## src/rtl/npc_pkg.sv

```systemverilog
// Shared definitions for the NPC multi-cycle sequencer: state encoding,
// trap codes and the default reset PC.
package npc_pkg;

    typedef enum logic [3:0] {
        ST_IDLE       = 4'd0,
        ST_FETCH_REQ  = 4'd1,
        ST_FETCH_WAIT = 4'd2,
        ST_EXEC       = 4'd3,
        ST_MEM_REQ    = 4'd4,
        ST_MEM_WAIT   = 4'd5,
        ST_WB         = 4'd6,
        ST_HALT       = 4'd7,
        ST_ERROR      = 4'd8
    } npc_state_e;

    localparam logic [1:0] ERR_NONE  = 2'b00;
    localparam logic [1:0] ERR_BUS   = 2'b01;
    localparam logic [1:0] ERR_TMO   = 2'b10;
    localparam logic [1:0] ERR_ALIGN = 2'b11;

    localparam logic [31:0] NPC_RESET_PC = 32'h8000_0000;

endpackage

```

## src/rtl/bus_wait_timer.sv

```systemverilog
// Cycle counter for the bus wait states. Cleared when a request is accepted,
// counts every waiting cycle without a response, and flags the cycle on which
// the TMO_CYC-th such cycle is reached.
module bus_wait_timer #(
    parameter int unsigned TMO_CYC = 255
) (
    input  logic i_clk,
    input  logic i_rst_n,
    input  logic i_clear,
    input  logic i_en,
    output logic o_expired
);

    localparam logic [15:0] LAST_CNT = 16'(TMO_CYC - 1);

    logic [15:0] r_cnt;

    // Count idle wait cycles, saturating at the last value so it never wraps.
    // NOTE: reset is sampled on the clock edge, and every state register is
    // written with <= so all flops update together at the edge.
    always_ff @(posedge i_clk) begin
        if (!i_rst_n || i_clear) begin
            r_cnt <= '0;
        end else if (i_en && (r_cnt != LAST_CNT)) begin
            r_cnt <= r_cnt + 16'd1;
        end
    end

    // Expiry is qualified by i_en, so a response in the same cycle wins.
    assign o_expired = i_en && (r_cnt == LAST_CNT);

endmodule

```

## src/rtl/npc_core_seq.sv

```systemverilog
// Multi-cycle sequencer for the NPC core: owns the PC, fetches over a
// valid/ready bus, holds the fetched instruction for decode/execute, stalls
// loads/stores on the LSU handshake, and halts or traps.
module npc_core_seq
    import npc_pkg::*;
#(
    parameter int unsigned          DATA_LEN = 32,
    parameter logic [DATA_LEN-1:0]  RESET_PC = DATA_LEN'(NPC_RESET_PC),
    parameter int unsigned          TMO_CYC  = 255,
    parameter int unsigned          CNT_W    = 32
) (
    input  logic                sys_clk,
    input  logic                sys_rst_n,
    output logic                if_req_valid,
    input  logic                if_req_ready,
    output logic [DATA_LEN-1:0] if_addr,
    input  logic                if_rsp_valid,
    input  logic [DATA_LEN-1:0] if_rsp_data,
    input  logic                if_rsp_err,
    output logic [DATA_LEN-1:0] inst_fetch,
    output logic [DATA_LEN-1:0] PC_now,
    output logic [DATA_LEN-1:0] PC_S,
    input  logic                dec_wen,
    input  logic                dec_is_load,
    input  logic                dec_is_store,
    input  logic                dec_ebreak,
    input  logic                Jump_flag,
    input  logic [DATA_LEN-1:0] Jump_PC,
    output logic                lsu_req_valid,
    input  logic                lsu_req_ready,
    input  logic                lsu_rsp_valid,
    input  logic                lsu_rsp_err,
    output logic                dest_wen,
    output logic                retire_pulse,
    output logic [CNT_W-1:0]    retire_cnt,
    output logic                halted,
    output logic                err,
    output logic [1:0]          err_code
);

    npc_state_e          r_state;
    logic [DATA_LEN-1:0] r_pc;
    logic [DATA_LEN-1:0] r_inst;
    logic [CNT_W-1:0]    r_retire_cnt;
    logic                r_halted;
    logic                r_err;
    logic [1:0]          r_err_code;

    logic [DATA_LEN-1:0] w_pc_s;
    logic [DATA_LEN-1:0] w_next_pc;
    logic                w_misaligned;
    logic                w_is_mem;
    logic                w_exec_commit;
    logic                w_wb;
    logic                w_retire;
    logic                w_tmr_clear;
    logic                w_tmr_en;
    logic                w_tmr_expired;

    assign w_pc_s       = r_pc + DATA_LEN'(4);
    assign w_next_pc    = Jump_flag ? Jump_PC : w_pc_s;
    assign w_misaligned = (w_next_pc[1:0] != 2'b00);
    assign w_is_mem     = dec_is_load || dec_is_store;

    // Commit strobes are decoded from the state register and the live decode
    // inputs so the regfile write lands while PC_now still names this
    // instruction (link values such as PC_S depend on it).
    assign w_exec_commit = (r_state == ST_EXEC) && !dec_ebreak && !w_misaligned && !w_is_mem;
    assign w_wb          = (r_state == ST_WB);
    assign w_retire      = ((r_state == ST_EXEC) && dec_ebreak) || w_exec_commit || w_wb;

    // One timer serves both wait states: it restarts on each accept and only
    // counts while a wait state sees no response.
    assign w_tmr_clear = ((r_state == ST_FETCH_REQ) && if_req_ready) ||
                         ((r_state == ST_MEM_REQ)   && lsu_req_ready);
    assign w_tmr_en    = ((r_state == ST_FETCH_WAIT) && !if_rsp_valid) ||
                         ((r_state == ST_MEM_WAIT)   && !lsu_rsp_valid);

    bus_wait_timer #(
        .TMO_CYC (TMO_CYC)
    ) u_wait_timer (
        .i_clk     (sys_clk),
        .i_rst_n   (sys_rst_n),
        .i_clear   (w_tmr_clear),
        .i_en      (w_tmr_en),
        .o_expired (w_tmr_expired)
    );

    // Sequencer FSM: state, PC, instruction latch and sticky status.
    always_ff @(posedge sys_clk) begin
        if (!sys_rst_n) begin
            r_state    <= ST_IDLE;
            r_pc       <= RESET_PC;
            r_inst     <= '0;
            r_halted   <= 1'b0;
            r_err      <= 1'b0;
            r_err_code <= ERR_NONE;
        end else begin
            case (r_state)
                ST_IDLE: r_state <= ST_FETCH_REQ;
                ST_FETCH_REQ: begin
                    if (if_req_ready) r_state <= ST_FETCH_WAIT;
                end
                ST_FETCH_WAIT: begin
                    if (if_rsp_valid) begin
                        if (if_rsp_err) begin
                            r_state    <= ST_ERROR;
                            r_err      <= 1'b1;
                            r_err_code <= ERR_BUS;
                        end else begin
                            r_inst  <= if_rsp_data;
                            r_state <= ST_EXEC;
                        end
                    end else if (w_tmr_expired) begin
                        r_state    <= ST_ERROR;
                        r_err      <= 1'b1;
                        r_err_code <= ERR_TMO;
                    end
                end
                ST_EXEC: begin
                    if (dec_ebreak) begin
                        r_state  <= ST_HALT;
                        r_halted <= 1'b1;
                    end else if (w_misaligned) begin
                        r_state    <= ST_ERROR;
                        r_err      <= 1'b1;
                        r_err_code <= ERR_ALIGN;
                    end else if (w_is_mem) begin
                        r_state <= ST_MEM_REQ;
                    end else begin
                        r_pc    <= w_next_pc;
                        r_state <= ST_FETCH_REQ;
                    end
                end
                ST_MEM_REQ: begin
                    if (lsu_req_ready) r_state <= ST_MEM_WAIT;
                end
                ST_MEM_WAIT: begin
                    if (lsu_rsp_valid) begin
                        if (lsu_rsp_err) begin
                            r_state    <= ST_ERROR;
                            r_err      <= 1'b1;
                            r_err_code <= ERR_BUS;
                        end else begin
                            r_state <= ST_WB;
                        end
                    end else if (w_tmr_expired) begin
                        r_state    <= ST_ERROR;
                        r_err      <= 1'b1;
                        r_err_code <= ERR_TMO;
                    end
                end
                ST_WB: begin
                    r_pc    <= w_pc_s;
                    r_state <= ST_FETCH_REQ;
                end
                ST_HALT:  r_state <= ST_HALT;
                ST_ERROR: r_state <= ST_ERROR;
                default:  r_state <= ST_IDLE;
            endcase
        end
    end

    // Retired-instruction counter, wraps naturally at 2^CNT_W.
    always_ff @(posedge sys_clk) begin
        if (!sys_rst_n) begin
            r_retire_cnt <= '0;
        end else if (w_retire) begin
            r_retire_cnt <= r_retire_cnt + CNT_W'(1);
        end
    end

    // Strobes are gated by reset so nothing is requested or committed while
    // reset is held, even before the first reset edge arrives.
    assign if_req_valid  = sys_rst_n && (r_state == ST_FETCH_REQ);
    assign lsu_req_valid = sys_rst_n && (r_state == ST_MEM_REQ);
    assign dest_wen      = sys_rst_n && ((w_exec_commit && dec_wen) ||
                                         (w_wb && dec_wen && dec_is_load && !dec_is_store));
    assign retire_pulse  = sys_rst_n && w_retire;

    assign if_addr    = r_pc;
    assign PC_now     = r_pc;
    assign PC_S       = w_pc_s;
    assign inst_fetch = r_inst;
    assign retire_cnt = r_retire_cnt;
    assign halted     = r_halted;
    assign err        = r_err;
    assign err_code   = r_err_code;

endmodule

```

## config.mk

```make
export PLATFORM = sky130hd
export DESIGN_NAME = npc_core_seq
export DESIGN_NICKNAME = d
export VERILOG_FILES = /design/src/rtl/npc_pkg.sv /design/src/rtl/bus_wait_timer.sv /design/src/rtl/npc_core_seq.sv
export SDC_FILE = /design/constraint.sdc
export NUM_CORES = 1
export LEC_CHECK = 0
export CAP_MARGIN = 0
export CORE_MARGIN = 2
export CORE_UTILIZATION = 45
export DETAILED_ROUTE_END_ITERATION = 8
export PLACE_DENSITY = 0.91
export RECOVER_POWER = 100
export SYNTH_ARGS = -nofsm -noshare
export SYNTH_HDL_FRONTEND = slang
export SYNTH_HIERARCHICAL = 1
export SYNTH_SLANG_ARGS = --single-unit
```

## constraint.sdc

```tcl
create_clock -name sys_clk -period 6.2 [get_ports sys_clk]
set_input_delay 1.24 -clock sys_clk [delete_from_list [all_inputs] [get_ports sys_clk]]
set_output_delay 1.24 -clock sys_clk [all_outputs]
set_load 0.02 [all_outputs]
```

# [Yosys cells after proc, flatten, opt, wreduce, memory -nomap -nowiden]
# Index checks and enable logic that the tools add are counted.
[word_totals] ff_bits=120 inputBits=77 out_inout_bits=168 word_cells=104
[op_classes] add_sub_neg=3 n_eq_ne=18 muxes=32 n_bitwise=1 reduce_logical=42
[ops] cell="32-bit two-way mux" count=4
[ops] cell="32-bit one-hot mux with 2 select lines" count=1
[ops] cell="4-bit two-way mux" count=9
[ops] cell="32-bit by 1-bit adder with 32-bit output, second input constant" count=1
[ops] cell="32-bit by 3-bit adder with 32-bit output, second input constant" count=1
[ops] cell="4-bit one-hot mux with 8 select lines" count=1
[ops] cell="1-bit logical AND" count=18
[ops] cell="16-bit by 1-bit adder with 16-bit output, second input constant" count=1
[ops] cell="16-bit by 8-bit == test with 1-bit output, second input constant" count=1
[ops] cell="4-bit by 3-bit == test with 1-bit output, second input constant" count=4
[ops] cell="16-bit by 8-bit != test with 1-bit output, second input constant" count=1
[ops] cell="2-bit two-way mux" count=7
[ops] cell="2-bit != test, second input constant" count=6
[ops] cell="4-bit by 2-bit == test with 1-bit output, second input constant" count=2
[ops] cell="1-bit logical NOT" count=7
[ops] cell="1-bit logical OR" count=7
[ops] cell="1-bit two-way mux" count=7
[ops] cell="3-bit != test, second input constant" count=2
[ops] cell="2-bit one-hot mux with 3 select lines" count=1
[ops] cell="5-bit AND reduction" count=1
[ops] cell="4-bit by 1-bit == test with 1-bit output, second input constant" count=1
[ops] cell="4-bit == test, second input constant" count=1
[ops] cell="4-bit logical NOT" count=1
[ops] cell="2-bit AND reduction" count=2
[ops] cell="8 further kinds" count=9

# [Depth between registers and ports, before layout]
[depth] word_depth=9 depth_mapped=11 ltp_nobuf=10

# [By module]
# The synthesis kept the hierarchy.
[by_module_without_submodules] module="npc_core_seq" n_inst=1 cells_per_inst=758 area_each_um2=5880.6 seq_area_each_um2=2082.0
[by_module_without_submodules] module="bus_wait_timer" n_inst=1 cells_per_inst=99 area_each_um2=849.6 seq_area_each_um2=320.3

# [Worst setup path before layout]
# OpenSTA, ideal clock, no wires.
[synth_path] path_type="input to output" from="input Jump_PC[0]" to="output dest_wen" arrival_ps=2583 required_time_ps=4960 slack_ps=2377 stages=5 path_buffers=1 cell_sequence="or3b_4 > a2111oi_4 > buf_6 > nand2b_1 > a21oi_1"
[synth_via] elab_chain_cells=8
[synth_lines] element="start: declaration" line_no="npc_core_seq.sv:28" text="input logic [DATA_LEN-1:0] Jump_PC,"
[synth_lines] element="32-bit two-way mux" line_no="npc_core_seq.sv:61" text="assign w_next_pc = Jump_flag ? Jump_PC : w_pc_s;"
[synth_lines] element="2-bit nonzero test" line_no="npc_core_seq.sv:62" text="assign w_misaligned = (w_next_pc[1:0] != 2'b00);"
[synth_lines] element="1-bit logical NOT" line_no="npc_core_seq.sv:68" text="assign w_exec_commit = (r_state == ST_EXEC) && !dec_ebreak && !w_misaligned && !w_is_mem;"
[synth_lines] element="1-bit logical AND (2 in series)" line_no="npc_core_seq.sv:68"
[synth_lines] element="1-bit logical AND" line_no="npc_core_seq.sv:177" text="assign dest_wen = sys_rst_n && ((w_exec_commit && dec_wen) ||"
[synth_lines] element="1-bit logical OR" line_no="npc_core_seq.sv:177"
[synth_lines] element="1-bit logical AND" line_no="npc_core_seq.sv:177"
[synth_lines] element="end: declaration" line_no="npc_core_seq.sv:33" text="output logic dest_wen,"
# No other way between the ends.

# [Final worst setup path]
[layout_path] from="input Jump_flag" to="output retire_pulse"
[layout_via] elab_chain_cells=8
[layout_lines] element="start: declaration" line_no="npc_core_seq.sv:27" text="input logic Jump_flag,"
[layout_lines] element="32-bit two-way mux" line_no="npc_core_seq.sv:61"
[layout_lines] element="2-bit nonzero test" line_no="npc_core_seq.sv:62"
[layout_lines] element="1-bit logical NOT" line_no="npc_core_seq.sv:68"
[layout_lines] element="1-bit logical AND (2 in series)" line_no="npc_core_seq.sv:68"
[layout_lines] element="1-bit logical OR (2 in series)" line_no="npc_core_seq.sv:70" text="assign w_retire = ((r_state == ST_EXEC) && dec_ebreak) || w_exec_commit || w_wb;"
[layout_lines] element="1-bit logical AND" line_no="npc_core_seq.sv:179" text="assign retire_pulse = sys_rst_n && w_retire;"
[layout_lines] element="end: declaration" line_no="npc_core_seq.sv:34" text="output logic retire_pulse,"
# No other way between the ends.

==> impl_metrics.json <==
{
  "status": "finished, violations left",
  "violations": "max-capacitance violations, max-slew violations",
  "diodes": 0,
  "fin_util": 0.653,
  "first_pass_iters": 5,
  "hold_start": "inst_fetch[30]",
  "wire_per_inst_um": 16.7,
  "yosysUniqueCellTypes": 71,
  "synth_edf_count": 0,
  "yosysTopAreaCellShare": 0.357,
  "relSlewSlack": -0.506,
  "synth.area.mux_share": 0.0119,
  "min_to": "inst_fetch[30]",
  "p_leak_nw": 3.69,
  "synth_compound_area_frac": 0.213,
  "rows": 44,
  "ys.flop_type": "dfxtp_1",
  "worst_pin_slew_ps": 2240,
  "hold_depth": 2,
  "grt_use_total": 0.247,
  "dieArea_um2": 16000,
  "cp_top_family": "buffers and inverters",
  "synthAdderAreaFrac": 0.00744,
  "rsz0062_at_grt": "no",
  "cts.path.max_buffers": 2,
  "regArea_um2": 2400,
  "pre_cts_ws_ps": 1150,
  "layout_min_cycle_time_ps": 5340,
  "yosysWarnings": 6,
  "layout_setup_ws_ps": 858,
  "vdd_drop_max_uv": 218,
  "drv_cap": 4,
  "cp_cell_sequence": "dlygate4sd3_1 > or3b_1 > a2111oi_4 > nor2_1 > nor2_1 > dlygate4sd3_1",
  "slowest_stage": "dlygate4sd3_1",
  "critPathCaptureType": "output pin",
  "synthSimpleGateAreaFrac": 0.275,
  "drt-initial-drc-count": 444,
  "worst-path-buf-inv": 2,
  "avgViaCountPerCell": 5.82,
  "hpwl_um": 14200,
  "fp.dieW_um": 126,
  "drive_gt1_frac": 0.0468,
  "htree_levels": 4,
  "area.growth.synth_to_final_pct": 41.5,
  "path_max_fanout": 11,
  "hold_viol": 0,
  "p_total_mw": 2.16,
  "die_y_um": 126,
  "synthArstFlopShare": 0,
  "routed_wl_um": 20500,
  "synth-xor-area-share": 0.0495,
  "yosys_register_bits": 120,
  "internal_power_mw": 1.58,
  "synthTopCellsByArea": "dfxtp_1, nand2_1, a21oi_1",
  "grt_pass1_wl_um": 32900,
  "pwr-share-comb": 0.148,
  "first_global_vias": 6660,
  "drc": 0,
  "cp.arrival_ps": 4100,
  "cp.required_ps": 4960,
  "seq_power_share": 0.389,
  "postRouteAntennaNets": 0,
  "setup_viol": 0,
  "fin_setup_tns_ps": 0,
  "synth_area_um2": 6730,
  "post-cts-setup-buffers": 0,
  "postSynthAreaPerCell_um2": 7.85,
  "finClkSkew_ps": 6.69,
  "syn_inst": 857,
  "clkTransAtPathRegs_ps": 50,
  "start_kind": "input port",
  "fin_crit_sh": 0.862,
  "fillCellCount": 1178,
  "cts-hold-fix-buffers": 0,
  "slew_violations": 135,
  "clock-sinks": 120,
  "critPathKind": "input port to output pin",
  "r2r_slack_ps": 2540,
  "clock_latency_ps": 410,
  "synth_top_family_by_area": "simple AND/OR/NAND/NOR gates",
  "slowest_delay_ps": 710,
  "multi_input_area_um2": 3740,
  "ios": 245,
  "cts-root-buf": "clkbuf_16",
  "cts_buffers": 17,
  "whs_ps": 450,
  "timing.rr.start": "r_state[0]",
  "power_density_nw_per_um2": 227,
  "power.switching_uw": 580,
  "power_frac_clock": 0.464,
  "grt_max_degree": 62,
  "max_freq_ghz": 0.187,
  "tritoncts": "done",
  "worstRegToRegCells": 5,
  "start_util": 0.461,
  "yosysSeqAreaShare": 0.357,
  "vias": 7154,
  "grt-ovfl-total": 0,
  "synth_top_cell_by_area": "dfxtp_1",
  "antenna_found_initial": 0,
  "syn_nets": 938,
  "r2r_end": "retire_cnt[27]",
  "post_cts_resized": 0,
  "nNetsFinal": 1114,
  "core-area_um2": 14600,
  "swShare": 0.268,
  "min-delay-path-class": "register to register",
  "port_buffers": 244,
  "gp_congestion": 0.844
}
## synthesized netlist by cell type (8+ instances only)
cell type,instances
inv_1,18
xor2_1,14
a22oi_1,9
o22ai_1,12
dfxtp_1,120
and2_1,8
nand2_1,127
nor4_1,15
buf_4,35
or3_1,11
o21ai_0,23
or4_1,13
o31ai_1,16
nor3_1,16
xnor2_1,24
nand4_1,21
nor2_1,50
clkbuf_1,42
and4_1,9
mux2i_1,8
o31a_1,10
a21oi_1,79
nand2b_1,20
nand3_1,32
## layout by cell type, fill, tap and decap left out, types with 21 or more instances in the layout
cell type,netlist,layout
nand3_1,32,32
clkdlybuf4s50_1,0,74
nor2_1,50,51
xnor2_1,24,24
o21ai_0,23,27
dlygate4sd3_1,0,169
nand4_1,21,21
nand2_1,127,127
dfxtp_1,120,120
a21oi_1,79,79
## sequential cells by signal, indices dropped and copies added, names as in the netlist
signal,cells
PC_now,32
err,1
err_code,2
halted,1
inst_fetch,32
r_state,4
retire_cnt,32
u_wait_timer/r_cnt,16
## power groups by stage
stage                     combinational (mW)  sequential (mW)  clock [mW]
after global placement                 0.320            0.856           0
after floorplan                        0.197            0.848           0
final                                  0.319            0.841        1.00
after global routing                   0.347            0.846        1.06
after CTS                              0.329            0.840        1.02
after detailed placement               0.325            0.857           0
## worst max path at each step
stage,to,slack [ps],startpoint,depth (start not counted)
2_1_floorplan,dest_wen,2380,Jump_PC[0],5
3_3_place_gp,retire_pulse,1180,Jump_flag,6
3_5_place_dp,dest_wen,1150,Jump_flag,6
4_1_cts,dest_wen,1110,Jump_flag,6
5_1_grt,retire_pulse,760,Jump_flag,6
6_report,retire_pulse,860,Jump_flag,6
## cell type report
cell class / count / share of cell area
clock inverters: 11 / 0.0155
clock buffers: 21 / 0.0473
repair buffers: 251 / 0.260
well taps: 184 / 0.0242
flip-flops and latches: 120 / 0.252
multi-input cells: 625 / 0.393
inverters: 18 / 0.00710
## worst min-delay path, cell delays in order (launching register included)
cell and delay, ps:
dfxtp_1 300, nand2_1 50, a21oi_1 50
## per-stage QoR
stage               cells  area [um^2]
global route         1230         9520
floorplan             857         6730
global placement     1198         8950
detailed placement   1198         8950
CTS                  1230         9550
finish               1230         9520
## kinds of logic after synthesis
kind of cell / Yosys count
buffers and inverters: 112
DFF: 120
xor gates and xnor gates: 38
AOI/OAI and AO/OA: 217
muxes: 8
and+or+nand+nor: 358
adders and majority gates: 4
## per-layer routing
layer / track usage / vias up / routed length, um
met2: 0.427 / 336 / 10100
li1: - / 3436 / -
met3: 0.0675 / 34 / 1690
met1: 0.298 / 3348 / 8300
met5: 0 / - / 0
met4: 0.0834 / 0 / 412
Power figures use the tool's default switching activity.
